### config.mk
export PLATFORM = sky130hd
export DESIGN_NAME = cfg_loader
export DESIGN_NICKNAME = d
export VERILOG_FILES = /design/src/rtl/cfg_loader_pkg.sv /design/src/rtl/cfg_loader_crc8.sv /design/src/rtl/cfg_loader.sv
export SDC_FILE = /design/constraint.sdc
export NUM_CORES = 1
export LEC_CHECK = 0
export CAP_MARGIN = 20
export CORE_AREA = 2 2 103 105
export DETAILED_ROUTE_END_ITERATION = 8
export DIE_AREA = 0 0 105 107
export PLACE_DENSITY_LB_ADDON = 0.3
export REMOVE_ABC_BUFFERS = 1
export SLEW_MARGIN = 10
export SYNTH_ARGS = -nofsm -noshare
export SYNTH_HDL_FRONTEND = slang
export SYNTH_SLANG_ARGS = --single-unit
### constraint.sdc
create_clock -name clk -period 1.8 [get_ports clk]
set_input_delay 0.27 -clock clk [delete_from_list [all_inputs] [get_ports clk]]
set_output_delay 0.27 -clock clk [all_outputs]
set_load 0.03 [all_outputs]
### src/rtl/cfg_loader_pkg.sv
// Shared definitions for the configuration loader: FSM state encoding,
// CRC-8 constants and small elaboration-time helpers.
package cfg_loader_pkg;

    typedef enum logic [2:0] {
        ST_IDLE   = 3'd0,
        ST_LOAD   = 3'd1,
        ST_CHECK  = 3'd2,
        ST_COMMIT = 3'd3,
        ST_ERR    = 3'd4
    } cfg_state_e;

    localparam logic [7:0] CRC8_POLY = 8'h07;
    localparam logic [7:0] CRC8_INIT = 8'h00;

    // Bits needed to hold values 0 .. value-1
    function automatic int clog2(input int value);
        int r;
        int v;
        r = 0;
        v = value - 1;
        while (v > 0) begin
            r++;
            v = v >> 1;
        end
        return r;
    endfunction

    // Advance a CRC-8 by one byte, most significant bit first
    function automatic logic [7:0] crc8_update(input logic [7:0] crc, input logic [7:0] din);
        logic [7:0] c;
        c = crc;
        for (int i = 7; i >= 0; i--) begin
            if (c[7] ^ din[i])
                c = {c[6:0], 1'b0} ^ CRC8_POLY;
            else
                c = {c[6:0], 1'b0};
        end
        return c;
    endfunction

endpackage

### src/rtl/cfg_loader_crc8.sv
// Word-at-a-time CRC-8 accumulator over the data words of an image.
// Only exists when CFG_LOADER_CRC_EN is defined.
`ifdef CFG_LOADER_CRC_EN
module cfg_crc8
    import cfg_loader_pkg::*;
(
    input  logic       clk,
    input  logic       rst,
    input  logic       clr,
    input  logic       en,
    input  logic [7:0] din,
    output logic [7:0] crc
);

    // Restart on a new load, fold in each accepted data word
    always_ff @(posedge clk) begin
        if (rst || clr)
            crc <= CRC8_INIT;
        else if (en)
            crc <= crc8_update(crc, din);
    end

endmodule
`endif

### src/rtl/cfg_loader.sv
// Configuration loader: streams an image into a shadow register, checks its
// framing and commits it atomically to cfg_q. The previous image stays live
// until a complete, well-framed image commits.
// Optional feature macro: CFG_LOADER_CRC_EN adds a trailing CRC-8 word and a
// CHECK state between LOAD and COMMIT.
module cfg_loader
    import cfg_loader_pkg::*;
#(
    parameter int CFG_BITS = 46,
    parameter int WORD_W   = 8
) (
    input  logic                clk,
    input  logic                rst,
    input  logic                start,
    input  logic                abort,
    input  logic                s_valid,
    output logic                s_ready,
    input  logic [WORD_W-1:0]   s_data,
    input  logic                s_last,
    output logic                busy,
    output logic                done,
    output logic                err,
    output logic                cfg_valid,
    output logic [CFG_BITS-1:0] cfg_q
);

    localparam int NWORDS = (CFG_BITS + WORD_W - 1) / WORD_W;
    localparam int CNT_W  = clog2(NWORDS + 2);

`ifdef CFG_LOADER_CRC_EN
    // The CRC word follows the data words and must carry s_last
    localparam logic [CNT_W-1:0] LAST_IDX   = CNT_W'(NWORDS);
    localparam cfg_state_e       AFTER_LOAD = ST_CHECK;
`else
    localparam logic [CNT_W-1:0] LAST_IDX   = CNT_W'(NWORDS - 1);
    localparam cfg_state_e       AFTER_LOAD = ST_COMMIT;
`endif

    cfg_state_e          state;
    cfg_state_e          state_nxt;
    logic [CNT_W-1:0]    count;
    logic [CFG_BITS-1:0] shadow;
    logic [CFG_BITS-1:0] shadow_nxt;
    logic                in_load;
    logic                start_acc;
    logic                xfer;
    logic                data_xfer;

    assign in_load   = (state == ST_LOAD);
    assign start_acc = start && (state == ST_IDLE || state == ST_ERR);
    // An aborted cycle never counts as a transfer, so abort beats the last word
    assign xfer      = in_load && s_valid && !abort;
    assign data_xfer = xfer && (count < CNT_W'(NWORDS));

`ifdef CFG_LOADER_CRC_EN
    logic [7:0] crc_calc;
    logic [7:0] crc_rx;
    logic       crc_ok;

    cfg_crc8 u_crc8 (
        .clk (clk),
        .rst (rst),
        .clr (start_acc),
        .en  (data_xfer),
        .din (s_data),
        .crc (crc_calc)
    );

    // Capture the received CRC word for the one-cycle compare in CHECK
    always_ff @(posedge clk) begin
        if (rst)
            crc_rx <= '0;
        else if (xfer && count == CNT_W'(NWORDS))
            crc_rx <= s_data;
    end

    assign crc_ok = (crc_calc == crc_rx);
`endif

    // State register
    always_ff @(posedge clk) begin
        if (rst)
            state <= ST_IDLE;
        else
            state <= state_nxt;
    end

    // Next-state, framing decisions and status outputs
    always_comb begin
        state_nxt = state;
        s_ready   = 1'b0;
        busy      = 1'b0;
        err       = 1'b0;
        case (state)
            ST_IDLE: begin
                if (start)
                    state_nxt = ST_LOAD;
            end
            ST_LOAD: begin
                s_ready = 1'b1;
                busy    = 1'b1;
                if (abort)
                    state_nxt = ST_IDLE;
                else if (xfer) begin
                    if (count == LAST_IDX)
                        state_nxt = s_last ? AFTER_LOAD : ST_ERR;
                    else if (s_last)
                        state_nxt = ST_ERR;
                end
            end
`ifdef CFG_LOADER_CRC_EN
            ST_CHECK: begin
                busy = 1'b1;
                if (abort)
                    state_nxt = ST_IDLE;
                else
                    state_nxt = crc_ok ? ST_COMMIT : ST_ERR;
            end
`endif
            ST_COMMIT: begin
                busy      = 1'b1;
                state_nxt = ST_IDLE;
            end
            ST_ERR: begin
                err = 1'b1;
                if (start)
                    state_nxt = ST_LOAD;
            end
            default: state_nxt = ST_IDLE;
        endcase
    end

    // Place the current word MSB first at bit count*WORD_W; padding bits
    // past CFG_BITS have no slot and are dropped
    always_comb begin
        shadow_nxt = shadow;
        if (data_xfer) begin
            for (int b = 0; b < CFG_BITS; b++) begin
                if (int'(count) == b / WORD_W)
                    shadow_nxt[b] = s_data[WORD_W-1-(b % WORD_W)];
            end
        end
    end

    // Word counter, shadow image, committed image and done pulse
    always_ff @(posedge clk) begin
        if (rst) begin
            count     <= '0;
            shadow    <= '0;
            cfg_q     <= '0;
            cfg_valid <= 1'b0;
            done      <= 1'b0;
        end else begin
            if (start_acc)
                count <= '0;
            else if (xfer)
                count <= count + 1'b1;
            shadow <= shadow_nxt;
            done   <= (state == ST_COMMIT);
            if (state == ST_COMMIT) begin
                cfg_q     <= shadow;
                cfg_valid <= 1'b1;
            end
        end
    end

endmodule

-- After elaboration in Yosys (flattened, before gate mapping)
Index checks and enable logic that the tools add are counted.
- input port bits: 14
- register bits after elaboration: 100
- logic and storage cells: 53
- add/subtract/negate cells: 1
- reductions and logical operators: 18
- mux-type cells: 10
- equality and inequality tests: 12
- $lt $le $gt $ge: 1
- operators with widths (operator ; number):
    3-bit equality test (second input constant) ; 6
    3-bit two-way mux ; 6
    2-bit AND reduction ; 6
    3-bit by 2-bit equality test with 1-bit output (second input constant) ; 2
    3-bit zero test ; 2
    3-bit one-hot mux with 2 select lines ; 1
    2-bit OR reduction ; 3
    1-bit logical AND ; 4
    4-bit by 3-bit inequality test with 1-bit output (second input constant) ; 1
    3-bit by 1-bit adder with 3-bit output (second input constant) ; 1
    3-bit by 1-bit equality test with 1-bit output (second input constant) ; 1
    3-bit < comparator (second input constant) ; 1
    1-bit two-way mux ; 3
    3-bit by 2-bit inequality test with 1-bit output (second input constant) ; 1
    3-bit AND reduction ; 1
    2-bit by 1-bit inequality test with 1-bit output (second input constant) ; 1
    1-bit zero test ; 1
    1-bit logical OR ; 1

-- Logic depth before layout (Yosys ltp)
- depth after elaboration: 6
- gate-level depth with buffers: 7
- gate-level depth less buffers: 5

-- Worst setup path after synthesis
Ideal clock, no wire load.
- path kind: register to register
- start: register count[1]
- end: register shadow[14]
- slack: 0.302 ns
- data arrival time: 1.427 ns
- buffers on the path: 2
- clock period less this slack: 1.498 ns
- setup time: 0.070 ns
- stages on the path, launching flop included: 8
- cell sequence: dfxtp_1 -> inv_1 -> ha_1 -> clkbuf_1 -> nor4bb_1 -> clkbuf_1 -> nand3_1 -> a21oi_1
- cells in the longest elaborated chain, start to end: 3
- elaborated cells on any way between the ends: 4
- classes of those cells: 1 x order compare; 1 x eq/ne; 2 x reduce/logical
- RTL lines (item ; line ; RTL):
    from (decl) ; cfg_loader.sv:41 ; logic [CNT_W-1:0] count;
    from (signal assigned) ; cfg_loader.sv:157 ; count <= count + 1'b1;
    3-bit < comparator ; cfg_loader.sv:53 ; assign data_xfer = xfer && (count < CNT_W'(NWORDS));
    1-bit logical AND ; cfg_loader.sv:53 ;
    2-bit AND reduction (no source line) * ; -- ;
    to (signal assigned) ; cfg_loader.sv:158 ; shadow <= shadow_nxt;
    to (decl) ; cfg_loader.sv:42 ; logic [CFG_BITS-1:0] shadow;
Every way passes the cells marked *; elsewhere a longest branch is shown, timed or not.
A chain may end at the register's enable or synchronous reset.

-- Worst setup path after layout
- start: register state[2]
- end: output s_ready
- cells in the longest elaborated chain, start to end: 2
- RTL lines (item ; line ; RTL):
    from (decl) ; cfg_loader.sv:39 ; cfg_state_e state;
    from (signal assigned) ; cfg_loader.sv:85 ; state <= state_nxt;
    3-bit by 1-bit equality test with 1-bit output ; cfg_loader.sv:94 ; case (state)
    1-bit two-way mux ; cfg_loader.sv:94 ;
    to (decl) ; cfg_loader.sv:17 ; output logic s_ready,
No other way between the ends.

==> results <==
- The residual overflow from global routing is 0.
- The post-route worst setup slack is 0.124 ns.
- The clock transition at the registers of the reported paths is 0.10 ns.
- The worst register-to-register path has a depth of 5.
- By area the synthesized netlist is led by sky130_fd_sc_hd__dfxtp_1 (51%), sky130_fd_sc_hd__a21oi_1 (10%), sky130_fd_sc_hd__nand2_1 (8.9%), sky130_fd_sc_hd__mux2i_1 (4.1%), sky130_fd_sc_hd__nand2b_1 (4.0%).
- The count of nets left with antenna violations once routing finished came out at 0.
- The tightest hold path in the finished design has a slack of 0.456 ns.
- The half-perimeter wire length after placement is 6230 um.
- The placed instances occupy a cell area of 4770 um2.
- Among all flip-flop cells after synthesis, the most frequent one is sky130_fd_sc_hd__dfxtp_1.
- The number of design rule violations left after detail routing is 0.
- The count of mapped cells out of synthesis is 462.
- Once the floorplan was initialized, standard cells occupied 39.0% of the core.
- The first TritonRoute pass finished after 5 iterations.
- The wire length after detailed routing is 9260 um.
- Pin placement for this block handled 65 I/O pins.
- The destination of the worst register-to-register timing path is shadow[14].
- Headroom to the max-slew limit came out at 37.9%.
- In the final layout, flip-flops and latches occupy 2000 um2.
- The die span in x is 105 um.
- The slew of the pin with the lowest slew margin is 0.932 ns.
- The critical path goes through buf_4, nand2b_4, buf_6, nor2_1, buf_4.
- The worst endpoint data arrival time is 1.41 ns.
- Setup repair after global routing left no endpoint under its margin.
- The largest net degree at the start of global routing is 59.
- In the routed layout, each cell is associated on average with a via count of 5.21.
- Across all layers, the routed design uses 3442 vias.
- The max-slew violation total from the final report was 0.
- In this run, the number of DRC markers left after iteration 0 of detailed routing was 181.
- STA classifies the critical path endpoint as an output pin.
- The post-route cell area is 5010 um2.
- Of the available clock period, the critical path in the final layout requires 93.1%.
- In the final design database the tool counted 539 nets.
- The TritonCTS clock tree is done.
- The netlist uses 37 different library cells.
- Counting the buffers created by CTS gives 9.
- The number of max-cap violations is 0.
- The combined global-route utilization of all metal layers is 17.2%.
- The portion of the post-synthesis area used by sequential elements is 50.8%.
- The initial antenna violation count is 0.
- The number of warnings reported in the yosys synthesis log is 0.
- The die covers 11200 um2.
- The largest total area in the synthesized netlist belongs to sky130_fd_sc_hd__dfxtp_1.
- The path class of the tightest hold or removal check is reg2reg.
- The die height is 107 um.
- The hold path endpoint is cfg_q[27].
- After detailed routing, the average wire length per cell comes to 14.0 um.
- The critical path is of the reg2out type.
- The library cell appearing most often on the critical path is sky130_fd_sc_hd__buf_4.
- The highest net fanout along the worst path is 11.
- The startpoint of the most critical register-to-register path is count[1].
- 0 antenna diodes ended up in the layout.
- The share of the core filled with cells in the final layout is 49.6%.
- The tree built by TritonCTS fans out to 100 sinks.
- The via count of the first global-routing pass is 3289.
- The number of cells on the worst hold path is 2.
- The number of synthesized flops with an enable pin is 0.
- For this run, the slowest stage of the critical path takes 0.35 ns.
- The register-to-register path setup slack is 0.14 ns.
- Between clock sinks in the finished design, the worst skew comes to 0.0104 ns.
- Setup violations remaining at the end of the flow were counted as 0.
- In the final layout, the share of cells above drive strength 1 is 9.33%.
- The multi-input combinational cell area is 1750 um2.
- The total count of hold-check failures in the final report is 0.
- The number of synthesized register bits is 100.
- The critical path required time is 1.53 ns.
- Derived from the worst setup path, the maximum achievable clock frequency is 0.597 GHz.
- The H-tree was split into 3 levels.
- The portion of synthesized cell area occupied by the leading cell type is 50.8%.
- The pre-CTS setup slack is -0.0606 ns.
- In this run the deepest clock path goes through 2 buffers.
- The cell family contributing the most delay on the critical path is buffers and inverters.
- The critical path contains buffers and inverters numbering 3 combined.
- The global-route wire length before repair is 15500 um.
- The power density over the cells is 809 nW/um2.
- The worst hold path begins at shadow[27].
- The cell at the slowest stage of the critical path is sky130_fd_sc_hd__dfxtp_2.
- During placement, the flow inserted port buffers numbering 64.
- The worst path needs 1.68 ns of the cycle, external delays included.
- The layout overhead on the synthesized area is 27.2%.
- The insertion delay to the later sink of the worst-skew pair is 0.37 ns.
- Hold repair after CTS inserted 0 buffers.
- The number of inserted filler cells in the final layout is 1008.
- A synthesized cell averages 8.52 um2.
- The synthesized netlist occupies a cell area of 3940 um2.
- The worst ir drop on vdd is 356 uV.
- The floorplan core area is 10100 um2.
- The flow ran to the end, and the final reports show no timing, DRC or antenna violations.
- For this run, asynchronously set or reset flops after synthesis account for 0%.
- For this design the static power due to leakage is 1.71 nW.
- The final RePlAce weighted congestion is 0.799.
- The site row count is 37.
- The startpoint class of the critical path is a flip-flop.
- The master cell of the clock root buffer is sky130_fd_sc_hd__clkbuf_8.
logic make-up after synthesis:
group / synth area share (%)
DFF: 50.8
buffers and inverters: 5.05
AOI/OAI and AO/OA: 16.2
adders and majority gates: 1.59
muxes: 4.07
and+or+nand+nor: 22.2
state kept, by name, summed over array words and instances (netlist names):
name / count
done: 1
shadow: 46
cfg_valid: 1
cfg_q: 46
state: 3
count: 3
report_power, final:
part           switching (mW)  internal, mW
Combinational           0.143        0.0880
Sequential            0.00578          2.22
Clock                   0.775         0.821
Total                   0.924          3.13
metal layers:
metal / vias to the layer above / wire length [um] / GRT usage, %
met4: 0 / 167 / 7.33
met1: 1649 / 4110 / 21.9
li1: 1687 / - / -
met3: 12 / 519 / 3.40
met2: 94 / 4460 / 28.4
met5: - / 0 / 0
worst reg2reg max path, stage by stage (launching register included):
cell and delay (ns):
sky130_fd_sc_hd__dfxtp_1 0.37, sky130_fd_sc_hd__inv_1 0.12, sky130_fd_sc_hd__ha_1 0.35, sky130_fd_sc_hd__nand4bb_1 0.32, sky130_fd_sc_hd__o21ai_0 0.29, sky130_fd_sc_hd__a21oi_1 0.10
per-stage QoR:
stage / power (mW) / instances / setup TNS (ns)
after CTS: 4.08 / 661 / 0
after floorplan: 2.36 / 421 / -61.35
after detailed placement: 2.50 / 644 / -0.209
final: 4.05 / 661 / 0
after global routing: 4.19 / 661 / 0
after global placement: 2.49 / 644 / 0
worst max-delay path by stage:
stage | startpoint | endpoint | cells past startpoint
finish | state[2] | s_ready | 5
floorplan | state[1] | shadow[32] | 3
detailed placement | s_valid | shadow[45] | 5
global placement | s_valid | shadow[41] | 5
global route | count[1] | shadow[14] | 5
CTS | state[2] | s_ready | 5
synth_stat cells, types with 5 or more instances:
master / count
sky130_fd_sc_hd__a21oi_1: 81
sky130_fd_sc_hd__clkbuf_1: 22
sky130_fd_sc_hd__nand2b_1: 25
sky130_fd_sc_hd__dfxtp_1: 100
sky130_fd_sc_hd__nand3_1: 26
sky130_fd_sc_hd__nor2_1: 5
sky130_fd_sc_hd__nand2_1: 93
sky130_fd_sc_hd__ha_1: 5
sky130_fd_sc_hd__o21ai_0: 23
sky130_fd_sc_hd__o31ai_1: 6
sky130_fd_sc_hd__buf_2: 15
sky130_fd_sc_hd__nand4_1: 6
sky130_fd_sc_hd__mux2i_1: 16
area by class of cell:
class / count / area share (%)
Tap cell: 136 / 3.40
Inverter: 4 / 0.300
Clock inverter: 6 / 1.75
Clock buffer: 10 / 2.75
Sequential cell: 100 / 40.0
Timing Repair Buffer: 88 / 16.9
Multi-Input combinational cell: 317 / 34.9
what timing repair did:
action / 4_1_cts / 5_1_grt
setup buffers: 1 / 0
gates resized for setup: 2 / 5
pin swaps: 0 / 0
endpoints found under the hold margin: 0 / 0
setup endpoints to repair: 2 / 3
cell usage in the layout (no fill, tap or decap), types with 2 or more instances in the layout:
cell | netlist | routed
sky130_fd_sc_hd__clkinv_4 | 0 | 2
sky130_fd_sc_hd__o31ai_1 | 6 | 6
sky130_fd_sc_hd__bufinv_16 | 0 | 2
sky130_fd_sc_hd__clkdlybuf4s50_1 | 0 | 60
sky130_fd_sc_hd__o21ai_0 | 23 | 23
sky130_fd_sc_hd__nand3_1 | 26 | 26
sky130_fd_sc_hd__dfxtp_1 | 100 | 99
sky130_fd_sc_hd__nand3b_1 | 3 | 3
sky130_fd_sc_hd__nor4bb_1 | 3 | 3
sky130_fd_sc_hd__a21oi_1 | 81 | 81
sky130_fd_sc_hd__clkinv_2 | 0 | 2
sky130_fd_sc_hd__inv_1 | 4 | 3
sky130_fd_sc_hd__nand4bb_1 | 3 | 3
sky130_fd_sc_hd__ha_1 | 5 | 5
sky130_fd_sc_hd__nand2b_1 | 25 | 24
sky130_fd_sc_hd__buf_4 | 1 | 22
sky130_fd_sc_hd__buf_12 | 0 | 3
sky130_fd_sc_hd__nor2_1 | 5 | 5
sky130_fd_sc_hd__and3b_1 | 4 | 4
sky130_fd_sc_hd__mux2i_1 | 16 | 16
sky130_fd_sc_hd__nand4_1 | 6 | 6
sky130_fd_sc_hd__nand2_1 | 93 | 93
sky130_fd_sc_hd__o21ai_1 | 3 | 3
sky130_fd_sc_hd__clkbuf_8 | 0 | 10
Note: power is estimated with default switching activity, not from simulation.
